File: config.mk
export PLATFORM = sky130hd
export DESIGN_NAME = fifo_rptr_empty
export DESIGN_NICKNAME = d
export VERILOG_FILES = /design/src/rtl/fifo_rptr_empty.sv
export SDC_FILE = /design/constraint.sdc
export NUM_CORES = 1
export LEC_CHECK = 0
export CORE_ASPECT_RATIO = 0.6
export CORE_UTILIZATION = 44
export CTS_CLUSTER_DIAMETER = 30
export DETAILED_ROUTE_END_ITERATION = 8
export PLACE_DENSITY = 0.75
export SYNTH_ARGS = -nofsm -noshare
export SYNTH_HDL_FRONTEND = slang
export SYNTH_SLANG_ARGS = --single-unit
File: constraint.sdc
create_clock -name rclk -period 4 [get_ports rclk]
set_input_delay 0.8 -clock rclk [delete_from_list [all_inputs] [get_ports rclk]]
set_output_delay 0.8 -clock rclk [all_outputs]
set_load 0.01 [all_outputs]
File: src/rtl/fifo_rptr_empty.sv
// Read-side pointer and flag logic for an asynchronous FIFO: binary/Gray read pointer, empty, almost-empty and fill level.
// Optional sticky underflow detection is built when FIFO_UNDERFLOW_DETECT_EN is defined; otherwise runderflow is tied low.
module fifo_rptr_empty #(
  parameter int ADDRSIZE      = 7,
  parameter int AEMPTY_THRESH = 4
) (
  input  logic                rclk,
  input  logic                rrst,
  input  logic                rinc,
  input  logic [ADDRSIZE:0]   rq2_wptr,
  output logic [ADDRSIZE-1:0] raddr,
  output logic [ADDRSIZE:0]   rptr,
  output logic                rempty,
  output logic                raempty,
  output logic [ADDRSIZE:0]   rcount,
  output logic                runderflow
);

  localparam logic [ADDRSIZE:0] AeThresh = (ADDRSIZE+1)'(AEMPTY_THRESH);

  logic [ADDRSIZE:0] rbin_q;
  logic [ADDRSIZE:0] rbin_d;
  logic [ADDRSIZE:0] rptr_q;
  logic [ADDRSIZE:0] rptr_d;
  logic [ADDRSIZE:0] rcount_q;
  logic [ADDRSIZE:0] rcount_d;
  logic [ADDRSIZE:0] wbin;
  logic              rempty_q;
  logic              rempty_d;
  logic              raempty_q;
  logic              raempty_d;
  logic              pop;

  // A request while empty is dropped, so the pointer only advances on a real pop.
  assign pop    = rinc & ~rempty_q;
  assign rbin_d = rbin_q + {{ADDRSIZE{1'b0}}, pop};
  assign rptr_d = (rbin_d >> 1) ^ rbin_d;

  // Gray-to-binary: each binary bit is the XOR of all Gray bits at or above it.
  always_comb begin
    wbin = '0;
    for (int i = 0; i <= ADDRSIZE; i++) begin
      wbin[i] = ^(rq2_wptr >> i);
    end
  end

  assign rcount_d  = wbin - rbin_d;
  assign rempty_d  = (rptr_d == rq2_wptr);
  assign raempty_d = (rcount_d <= AeThresh);

  always_ff @(posedge rclk) begin
    if (rrst) begin
      rbin_q    <= '0;
      rptr_q    <= '0;
      rcount_q  <= '0;
      rempty_q  <= 1'b1;
      raempty_q <= 1'b1;
    end else begin
      rbin_q    <= rbin_d;
      rptr_q    <= rptr_d;
      rcount_q  <= rcount_d;
      rempty_q  <= rempty_d;
      raempty_q <= raempty_d;
    end
  end

`ifdef FIFO_UNDERFLOW_DETECT_EN
  logic runderflow_q;

  // Sticky: once a read is attempted on an empty FIFO, only reset clears it.
  always_ff @(posedge rclk) begin
    if (rrst) begin
      runderflow_q <= 1'b0;
    end else if (rinc && rempty_q) begin
      runderflow_q <= 1'b1;
    end
  end

  assign runderflow = runderflow_q;
`else
  assign runderflow = 1'b0;
`endif

  assign raddr   = rbin_q[ADDRSIZE-1:0];
  assign rptr    = rptr_q;
  assign rcount  = rcount_q;
  assign rempty  = rempty_q;
  assign raempty = raempty_q;

endmodule

-- Yosys cells after proc, flatten, opt, wreduce, memory -nomap -nowiden
Cells that the tools add are included.
W data, S select, Z words.
- memories: 0
- bits in latches: 0
- memory bits (read-only): 0
- flip-flop bits (word level): 26
- memory bits (writable): 0
- div/mod/pow operators: 0
- shift operators: 0
- bitwise logic cells: 3
- $mul: 0
- add/sub/neg operators: 2
- equal/unequal tests: 1
- reduce and logical (&&, ||, !) cells: 8
- order comparisons: 1
- muxes and demuxes: 0
- operators with widths (cell ; number):
    $reduce_xor A8 Y1 ; 8
    $add A8 B1 Y8 ; 1
    $eq A8 B8 Y1 ; 1
    $le A8 B3 Y1 const B ; 1
    $sub A8 B8 Y8 ; 1
    $xor A7 B8 Y8 ; 1
    $and A1 B1 Y1 ; 1
    $not A1 Y1 ; 1

-- Depth between registers and ports, before layout
Gate-level depths: netlist (run 1).
- word-level depth: 5
- depth in mapped cells: 13
- depth with buffers taken out: 12

-- Worst setup path after synthesis (run 1)
Ideal clock, no wire load.
- path type: input -> register
- start: input rq2_wptr[7]
- end: register raempty_q, in the netlist raempty
- arrival time: 3.774 ns
- library setup time: 0.116 ns
- path slack: 0.109 ns
- path buffers: 1
- stages: 13
- path through: buf_6 -> xor3_2 -> xnor3_2 -> xnor2_1 -> xor2_1 -> ha_1 -> fa_1 -> inv_1 -> maj3_2 -> a21oi_4 -> xor2_1 -> and4_1 -> a41o_1
- cells in the longest elaborated chain, start to end: 3
- elaborated cells between the ends (all ways): 10
- those cells by class: add/sub (1); order compare (1); reduce/logical (8)
- RTL lines (what ; line ; source):
    from (decl) ; 10 ; input logic [ADDRSIZE:0] rq2_wptr,
    $reduce_xor A8 Y1 ; 43 ; wbin[i] = ^(rq2_wptr >> i);
    $sub A8 B8 Y8 (*) ; 47 ; assign rcount_d = wbin - rbin_d;
    $le A8 B3 Y1 (*) ; 49 ; assign raempty_d = (rcount_d <= AeThresh);
    to (signal assigned) ; 63 ; raempty_q <= raempty_d;
    to (decl) ; 30 ; logic raempty_q;
Every way passes the cells marked *; elsewhere a longest branch is shown, timed or not.
A chain may end at the register's enable or synchronous reset.

-- Worst setup path in the final report (run 1)
Ends and elaborated chain as after synthesis.

==> results of run 1 <==
worst max path at each step:
stage          cells past startpoint  slack (ns)        start  endpoint
3_5_place_dp                      13       -0.24  rq2_wptr[7]   raempty
2_1_floorplan                     13        0.11  rq2_wptr[7]   raempty
3_3_place_gp                      13       -0.09  rq2_wptr[7]   raempty
6_report                          13        0.19  rq2_wptr[7]   raempty
4_1_cts                           13        0.03  rq2_wptr[7]   raempty
5_1_grt                           13         0.1  rq2_wptr[7]   raempty
worst reg2reg max path, stage by stage (launching register included):
cell      delay [ns]
dfxtp_1         0.32
nor2b_1         0.18
ha_1            0.23
buf_4           0.17
nand3_1         0.13
xnor2_1         0.38
ha_1            0.34
o211ai_1        0.14
a31oi_1         0.29
xnor2_1         0.13
and4_1          0.21
a41o_1          0.24
area by class of cell:
class	instances	area, µm²	area share, %
Multi-Input combinational cell	134	970.9	46.92
Sequential cell	25	500.5	24.18
Timing Repair Buffer	51	470.5	22.73
Tap cell	45	56.30	2.721
Clock buffer	3	41.29	1.995
Inverter	6	22.52	1.088
Clock inverter	1	7.507	0.3628
cell families after synthesis:
group	Yosys count	synth area share, %
xor gates and xnor gates	38	23.75
AOI/OAI and AO/OA	22	11.02
other	1	0.2447
and+or+nand+nor	62	18.61
DFF	25	32.65
muxes	2	1.306
adders and majority gates	9	7.755
buffers and inverters	16	4.653
power by group:
group,internal [µW],switching (µW),leakage (µW)
clock,70.7,85.9,0.0000217
sequential,275,8.65,0.000205
combinational,171,151,0.000610
per-stage QoR:
step	hold slack, ns	power, µW	std cells	utilization (%)
final	0.6479	762.3	265	63.03
after global routing	0.7156	811.9	265	63.03
after CTS	0.6528	763.0	265	62.73
after detailed placement	0.6331	600.9	261	61.24
after global placement	0.6198	594.0	261	61.24
after floorplan	0.6203	476.4	175	-
cells in the final DEF, fill, tap and decap left out, types with 2 or more instances in the layout:
master and count:
buf_4 16, and4_1 2, inv_1 6, dfxtp_1 25, a31oi_1 3, nand2b_1 3, ha_1 6, nand3_1 6
nand4_1 3, a21oi_1 4, a21o_1 2, clkbuf_8 3, o211ai_1 2, o221ai_1 2, nor2_1 30, xnor2_1 18
xor2_1 17, nand2_1 10, nor2b_1 2, mux2i_1 2, clkdlybuf4s50_1 35
registers in the layout, indices dropped and copies added (netlist names):
| signal | count |
|---|---|
| raempty | 1 |
| rbin_q | 7 |
| rcount | 8 |
| rempty | 1 |
| rptr | 8 |
metal layers:
metal	wire length (µm)	vias to the layer above	track usage, %
met1	1685	634	26.74
met3	230	2	5.333
met4	8	0	3.333
li1	-	673	-
met2	1577	42	36.14
met5	0	-	0
what timing repair did:
item / 4_1_cts / 5_1_grt
resized for setup: 0 / 2
hold buffers: 0 / 0
setup endpoints to repair: 0 / 1
==> flow_metrics.py, run 1 <==
metrics = {
    "synthesis": {
        "ys_seq_area_share_pct": 32.65,
        "netlist_area_um2": 1533,
        "async_flop_share_pct": 0,
        "ys_seq_elements": 25,
        "synthFlopType": "dfxtp_1",
        "yosys.cell_types.count": 41,
        "synthTopCellsByArea": "dfxtp_1 (33%), xnor2_1 (11%), xor2_1 (9.7%), nor2_1 (7.3%), ha_1 (5.7%)",
        "ys_warn_count": 0,
        "synth-edff-count": 0,
        "postSynthAreaPerCell_um2": 8.758,
        "synth_most_common_cell": "nor2_1",
        "mappedNetlistNets": 194,
        "synth_commonest_cells": "nor2_1 (30), dfxtp_1 (25), xnor2_1 (19)",
        "synth_cells": 175,
        "synth_largest_area_cell": "dfxtp_1",
        "synth_top_area_share_pct": 32.65,
    },
    "timing": {
        "maxSlewHeadroom_pct": 38.17,
        "finClkSkew_ns": 0.008785,
        "period_share_pct": 95.24,
        "finalHoldViolations": 0,
        "fin_ws_ns": 0.1905,
        "setup_viol": 0,
        "rsz0062_at_grt": "false",
        "slew_violations": 0,
        "max_freq_mhz": 262.5,
        "fin_tns_setup_ns": 0,
        "finalWorstPathRequiredPeriod_ns": 3.809,
        "tightest_slew_ns": 0.9245,
    },
    "power_and_ir_drop": {
        "p_leak_uw": 0.0008364,
        "vdd_drop_max_v": 0.0002364,
        "powerDensity_nw_per_um2": 368.4,
    },
    "clocking": {
        "clk_pin_slew_ns": 0.10,
        "cts_sinks": 25,
        "clock_path_buffers": 2,
        "clkLatencyLatePin_ns": 0.27,
        "root_buffer": "clkbuf_8",
        "postCtsSetupBuffers": 0,
        "htreeDepth": 1,
        "cts_tree": "yes",
        "cts_buffers": 3,
    },
    "run_status": {
        "status": "finished clean",
    },
    "critical_path": {
        "slowest_stage": "clkdlybuf4s50_1",
        "rr_worst_depth": 11,
        "slowest_delay_ns": 0.49,
        "critical_path_buf_inv_count": 2,
        "required_ns": 4.21,
        "r2r_start": "rempty",
        "regToRegSetupSlack_ns": 1.13,
        "crit_chain": "clkdlybuf4s50_1 -> xor3_2 -> xnor3_2 -> xnor2_2 -> xor2_1 -> ha_2 -> fa_1 -> inv_1 -> maj3_2 -> a21oi_4 -> mux2i_1 -> and4_1 -> a41o_1",
        "critPathLaunchType": "primary input",
        "critPathTopFamily": "XOR/XNOR gates",
        "r2r-end": "raempty",
        "worst-endpoint-arrival_ns": 4.02,
        "path_class": "primary input to register",
        "cp_max_fo": 2,
        "endpoint_kind": "register",
    },
    "global_routing": {
        "grt.total_usage_pct": 20.56,
        "grt_pass1_vias": 1236,
        "grt_start_max_net_pins": 26,
        "grt_pass1_wl_um": 5775,
        "antenna_found_initial": 0,
        "grt-ovfl-total": 0,
    },
    "hold_path": {
        "min_from": "rptr[7]",
        "hold_end": "rptr[6]",
        "holdPathStages": 2,
        "hold_class": "register to register",
    },
    "place": {
        "place_area_um2": 2011,
        "portBuffers": 35,
        "place_congestion": 0.7918,
        "pre_cts_slack_ns": -0.2413,
        "dp_hpwl_um": 2639,
    },
    "floorplan": {
        "die_x_um": 78.20,
        "dieHeight_um": 47.72,
        "row_count": 16,
        "io_pins": 37,
        "initial_utilization_pct": 46.68,
        "dieArea_um2": 3731,
        "coreArea_um2": 3283,
    },
    "drt": {
        "via_per_inst": 5.098,
        "wl_um": 3502,
        "ant_nets": 0,
        "dr.first_iter.drc_count": 39,
        "vias": 1351,
        "post_drt_wl_per_cell_um": 13.22,
        "drc_errors": 0,
        "drt_pre_antenna_iters": 4,
    },
    "layout": {
        "area_delta_synth_final_pct": 35.02,
        "layout.nets": 240,
        "diodes": 0,
        "postLayoutCellArea_um2": 2069,
        "drive_above_1_share_pct": 12.73,
        "fill_cells": 284,
    },
    "run": {
        "drv_cap": 0,
    },
}
No activity file was read; power rests on OpenSTA's default activity.
==> run 2: changes to the inputs <==
--- a/config.mk
+++ b/config.mk
@@ -6,8 +6,9 @@
 export NUM_CORES = 1
 export LEC_CHECK = 0
 export CORE_ASPECT_RATIO = 0.6
+export CORE_MARGIN = 2
 export CORE_UTILIZATION = 44
-export CTS_CLUSTER_DIAMETER = 30
+export CTS_CLUSTER_DIAMETER = 40
 export DETAILED_ROUTE_END_ITERATION = 8
 export PLACE_DENSITY = 0.75
 export SYNTH_ARGS = -nofsm -noshare
==> run 2 against run 1 <==
Total power is 2.0% lower. Clock skew is 0.0029 ns lower. Worst hold slack worse by 0.011 ns. Critical path depth stayed put. Die area is 6.9% higher. Combinational power is 3% lower. Non-clock buffer count is 1 lower. Sequential share of layout area is 0.12 points higher. Largest power group unchanged. Highest routed layer unchanged.
==> flow_metrics.py, run 2 (same netlist as run 1, synthesis figures left out) <==
metrics = {
    "run_status": {
        "status": "finished clean",
    },
    "layout": {
        "area_delta_synth_final_pct": 34.37,
        "diodes": 0,
        "layout.nets": 239,
        "final_common_cell": "clkdlybuf4s50_1",
        "postLayoutCellArea_um2": 2059,
        "layout_common_cells": "clkdlybuf4s50_1 (35), nor2_1 (30), dfxtp_1 (25), xnor2_1 (18), xor2_1 (17)",
        "drive_above_1_share_pct": 12.33,
    },
    "timing": {
        "finalHoldViolations": 0,
        "period_share_pct": 93.55,
        "finClkSkew_ns": 0.005848,
        "tightest_slew_ns": 0.8893,
        "maxSlewHeadroom_pct": 40.53,
        "max_freq_mhz": 267.2,
        "rsz0062_at_grt": "false",
        "fin_tns_setup_ns": 0,
        "setup_viol": 0,
        "finalWorstPathRequiredPeriod_ns": 3.742,
        "slew_violations": 0,
    },
    "power_and_ir_drop": {
        "powerDensity_nw_per_um2": 362.7,
        "p_leak_uw": 0.0008358,
        "vdd_drop_max_v": 0.0002605,
    },
    "critical_path": {
        "crit_chain": "clkdlybuf4s50_1 -> xor3_2 -> xnor3_2 -> xnor2_2 -> xor2_1 -> ha_2 -> fa_1 -> inv_1 -> maj3_2 -> a21oi_4 -> mux2i_1 -> and4_1 -> a41o_1",
        "slowest_stage": "clkdlybuf4s50_1",
        "required_ns": 4.21,
        "worst-endpoint-arrival_ns": 3.95,
        "path_class": "primary input to register",
        "slowest_delay_ns": 0.50,
        "critical_path_buf_inv_count": 2,
        "cp_max_fo": 2,
        "critPathLaunchType": "primary input",
        "endpoint_kind": "register",
        "critPathTopFamily": "XOR/XNOR gates",
    },
    "global_routing": {
        "antenna_found_initial": 0,
        "grt.total_usage_pct": 19.42,
        "grt_pass1_vias": 1282,
        "grt_pass1_wl_um": 5982,
        "grt_start_max_net_pins": 26,
        "grt-ovfl-total": 0,
    },
    "clocking": {
        "htreeDepth": 1,
        "holdBufCountCts": 0,
        "postCtsSetupBuffers": 0,
        "cts_buffers": 3,
        "root_buffer": "clkbuf_8",
        "cts_sinks": 25,
        "cts_resized": 0,
        "clock_path_buffers": 2,
        "clk_pin_slew_ns": 0.09,
        "clkLatencyLatePin_ns": 0.27,
        "cts_tree": "yes",
    },
    "drt": {
        "drt_pre_antenna_iters": 4,
        "via_per_inst": 4.958,
        "ant_nets": 0,
        "vias": 1309,
        "wl_um": 3460,
        "post_drt_wl_per_cell_um": 13.11,
        "drc_errors": 0,
        "dr.first_iter.drc_count": 87,
    },
    "floorplan": {
        "dieHeight_um": 49.72,
        "die_x_um": 80.20,
        "dieArea_um2": 3987,
        "io_pins": 37,
        "coreArea_um2": 3283,
        "initial_utilization_pct": 46.68,
        "row_count": 16,
    },
    "place": {
        "portBuffers": 35,
        "dp_hpwl_um": 2701,
        "place_area_um2": 2003,
        "place_congestion": 0.7819,
    },
    "hold_path": {
        "hold_class": "register to register",
    },
    "run": {
        "drv_cap": 0,
    },
}
run 2: cell count changes in the layout (fill, tap and decap cells not counted):
cell	delta
clkinv_2	+1
clkinvlp_4	-1
buf_4	-1
run 2: metal layers:
layer  global-route usage (%)  up-vias  share of wire (%)
met5                        0        -                  0
met2                    31.25       35                 44
met3                    5.311        9                4.9
li1                         -      675                  -
met4                    5.085        0                1.7
met1                    25.76      590                 49
run 2: area by class of cell:
cell class / instances / area [µm²]
clock buffers: 3 / 41.29
fillers: 284 / 1224
multi-input cells: 134 / 970.9
inverters: 6 / 22.52
clock inverters: 1 / 5.005
flip-flops and latches: 25 / 500.5
repair buffers: 50 / 462.9
well taps: 45 / 56.30
run 2: worst paths after layout:
path / cells past startpoint / start / slack [ns] / end
max: 13 / rq2_wptr[5] / 0.26 / raempty
min: 2 / rptr[7] / 0.64 / rptr[6]
max reg2reg: 11 / rempty / 1.21 / raempty
min reg2reg: 2 / rptr[7] / 0.64 / rptr[6]
run 2: worst register-to-register path, cell delays in order (launching register included):
cell,delay (ns)
dfxtp_1,0.32
nor2b_1,0.17
ha_1,0.25
buf_4,0.18
nand3_1,0.12
xnor2_1,0.39
ha_1,0.31
a21oi_1,0.06
a31oi_1,0.30
a31oi_1,0.15
xnor2_1,0.28
a41o_1,0.21
run 2: where the power goes:
| group | switching (µW) | internal, µW | total (µW) |
|---|---|---|---|
| Combinational | 145 | 167 | 312 |
| Clock | 81.4 | 69.7 | 151 |
| Sequential | 8.58 | 275 | 284 |
run 2: through the flow:
stage | power [µW] | utilization (%) | hold WS, ns | cells | setup slack (ns)
finish | 746.9 | 62.73 | 0.6369 | 264 | 0.2578
global placement | 589.2 | 61.01 | 0.6164 | 260 | -0.08585
CTS | 750.8 | 62.42 | 0.6408 | 264 | 0.08545
floorplan | 476.4 | - | 0.6203 | 175 | 0.1094
detailed placement | 595.1 | 61.01 | 0.6271 | 260 | -0.2035
global route | 804.7 | 62.73 | 0.6834 | 264 | 0.1197
==> run 3: changes to the inputs <==
--- a/config.mk
+++ b/config.mk
@@ -7,10 +7,10 @@
 export LEC_CHECK = 0
 export CORE_ASPECT_RATIO = 0.6
 export CORE_MARGIN = 2
-export CORE_UTILIZATION = 44
+export CORE_UTILIZATION = 49
 export CTS_CLUSTER_DIAMETER = 40
 export DETAILED_ROUTE_END_ITERATION = 8
-export PLACE_DENSITY = 0.75
+export PLACE_DENSITY = 0.79
 export SYNTH_ARGS = -nofsm -noshare
 export SYNTH_HDL_FRONTEND = slang
 export SYNTH_SLANG_ARGS = --single-unit
==> constraint.sdc (replaced) <==
create_clock -name rclk -period 4.3 [get_ports rclk]
set_input_delay 0.86 -clock rclk [delete_from_list [all_inputs] [get_ports rclk]]
set_output_delay 0.86 -clock rclk [all_outputs]
set_load 0.01 [all_outputs]
==> run 3 against run 2 <==
Flip-flop and latch count stayed put. Clock power is 7% lower. Critical path type unchanged. Highest routed layer unchanged. Register-to-register slack better by 0.30 ns. Total power is 8.0% lower.
==> flow_metrics.py, run 3 (same netlist as run 1, synthesis figures left out) <==
metrics = {
    "power_and_ir_drop": {
        "p_leak_uw": 0.0008125,
        "finalPower_uw": 687.2,
        "vdd_drop_max_v": 0.0002466,
        "powerDensity_nw_per_um2": 340.9,
    },
    "global_routing": {
        "grt_pass1_wl_um": 5195,
        "grt-ovfl-total": 0,
        "antenna_found_initial": 0,
        "grt_start_max_net_pins": 26,
        "grt_pass1_vias": 1212,
        "grt.total_usage_pct": 18.47,
    },
    "clocking": {
        "holdBufCountCts": 0,
        "cts_sinks": 25,
        "cts_buffers": 3,
        "clock_path_buffers": 2,
        "cts_tree": "yes",
        "root_buffer": "clkbuf_8",
        "clk_pin_slew_ns": 0.09,
        "clkLatencyLatePin_ns": 0.27,
        "postCtsSetupBuffers": 0,
        "htreeDepth": 1,
    },
    "floorplan": {
        "io_pins": 37,
        "dieHeight_um": 47.32,
        "row_count": 15,
        "dieArea_um2": 3606,
        "die_x_um": 76.21,
        "initial_utilization_pct": 52.35,
        "coreArea_um2": 2928,
    },
    "timing": {
        "max_freq_mhz": 247.0,
        "maxSlewHeadroom_pct": 41.81,
        "finalWorstPathRequiredPeriod_ns": 4.049,
        "period_share_pct": 94.16,
        "rsz0062_at_grt": "false",
        "setup_viol": 0,
        "finalHoldViolations": 0,
        "tightest_slew_ns": 0.8701,
        "finClkSkew_ns": 0.001449,
        "slew_violations": 0,
    },
    "critical_path": {
        "required_ns": 4.51,
        "cp_max_fo": 3,
        "critPathLaunchType": "primary input",
        "worst-endpoint-arrival_ns": 4.26,
        "critical_path_buf_inv_count": 2,
        "crit_chain": "clkdlybuf4s50_1 -> xor3_2 -> xnor3_2 -> xnor2_2 -> xor2_1 -> ha_1 -> fa_1 -> inv_1 -> maj3_2 -> a21oi_4 -> mux2i_1 -> and4_1 -> a41o_1",
        "critPathTopFamily": "XOR/XNOR gates",
        "slowest_stage": "clkdlybuf4s50_1",
        "endpoint_kind": "register",
        "path_class": "primary input to register",
        "slowest_delay_ns": 0.48,
    },
    "hold_path": {
        "hold_class": "register to register",
    },
    "place": {
        "post-place-cells": 252,
        "dp_hpwl_um": 2602,
        "place_congestion": 0.8978,
        "portBuffers": 35,
    },
    "layout": {
        "final_common_cell": "clkdlybuf4s50_1",
        "fin_util_pct": 68.85,
        "layout.nets": 234,
        "diodes": 0,
        "instances_no_fill": 256,
        "layout_common_cells": "clkdlybuf4s50_1 (35), nor2_1 (30), dfxtp_1 (25), xnor2_1 (18), xor2_1 (17)",
        "area_delta_synth_final_pct": 31.51,
        "drive_above_1_share_pct": 9.813,
    },
    "drt": {
        "ant_nets": 0,
        "drc_errors": 0,
        "vias": 1292,
        "drt_pre_antenna_iters": 4,
        "post_drt_wl_per_cell_um": 13.20,
        "wl_um": 3378,
        "via_per_inst": 5.047,
        "dr.first_iter.drc_count": 33,
    },
    "run": {
        "drv_cap": 0,
    },
    "run_status": {
        "status": "finished clean",
    },
}
run 3: cell type report:
| cell class | count | area, µm² |
|---|---|---|
| clock buffer | 3 | 41.29 |
| clock inverter | 1 | 5.005 |
| fill | 265 | 912.1 |
| inverter | 6 | 22.52 |
| multi-input combinational | 134 | 968.4 |
| sequential | 25 | 500.5 |
| tap | 42 | 52.55 |
| timing repair buffer | 45 | 425.4 |
run 3: power by group:
group | internal [µW] | switching [µW]
combinational | 147 | 134
clock | 64.9 | 76.5
sequential | 256 | 8.56
total | 468 | 219
run 3: final timing paths:
kind | slack (ns) | cells past startpoint | from | endpoint
max | 0.25 | 13 | rq2_wptr[7] | raempty
min | 0.65 | 2 | rptr[7] | rptr[6]
max reg2reg | 1.51 | 11 | rempty | raempty
min reg2reg | 0.65 | 2 | rptr[7] | rptr[6]
run 3: worst min-delay path: cells and delay by family (launching register included):
family / cells / cell delay [ns]
XOR/XNOR: 1 / 0.18
AND/OR/NAND/NOR: 1 / 0.05
flip-flops: 1 / 0.39
run 3: through the flow:
stage | area [µm²] | TNS, ns | setup slack [ns] | hold slack [ns]
after floorplan | 1533 | 0 | 0.3494 | 0.6203
after global placement | 1962 | 0 | 0.08273 | 0.6162
after detailed placement | 1962 | -0.05452 | -0.05452 | 0.6348
after CTS | 2008 | 0 | 0.1971 | 0.6477
after global routing | 2016 | 0 | 0.05931 | 0.6798
final | 2016 | 0 | 0.2511 | 0.6494
run 3: layer usage:
layer / vias to the layer above / wire [µm] / global-route usage, %
met3: 6 / 248 / 5.192
met5: - / 0 / 0
li1: 664 / - / -
met2: 51 / 1554 / 33.81
met1: 571 / 1537 / 21.60
met4: 0 / 37 / 7.636
run 3: timing repair:
item / CTS / global route
resized for setup: 0 / 1
hold endpoints to repair: 0 / 0
endpoints found under the setup margin: 0 / 1
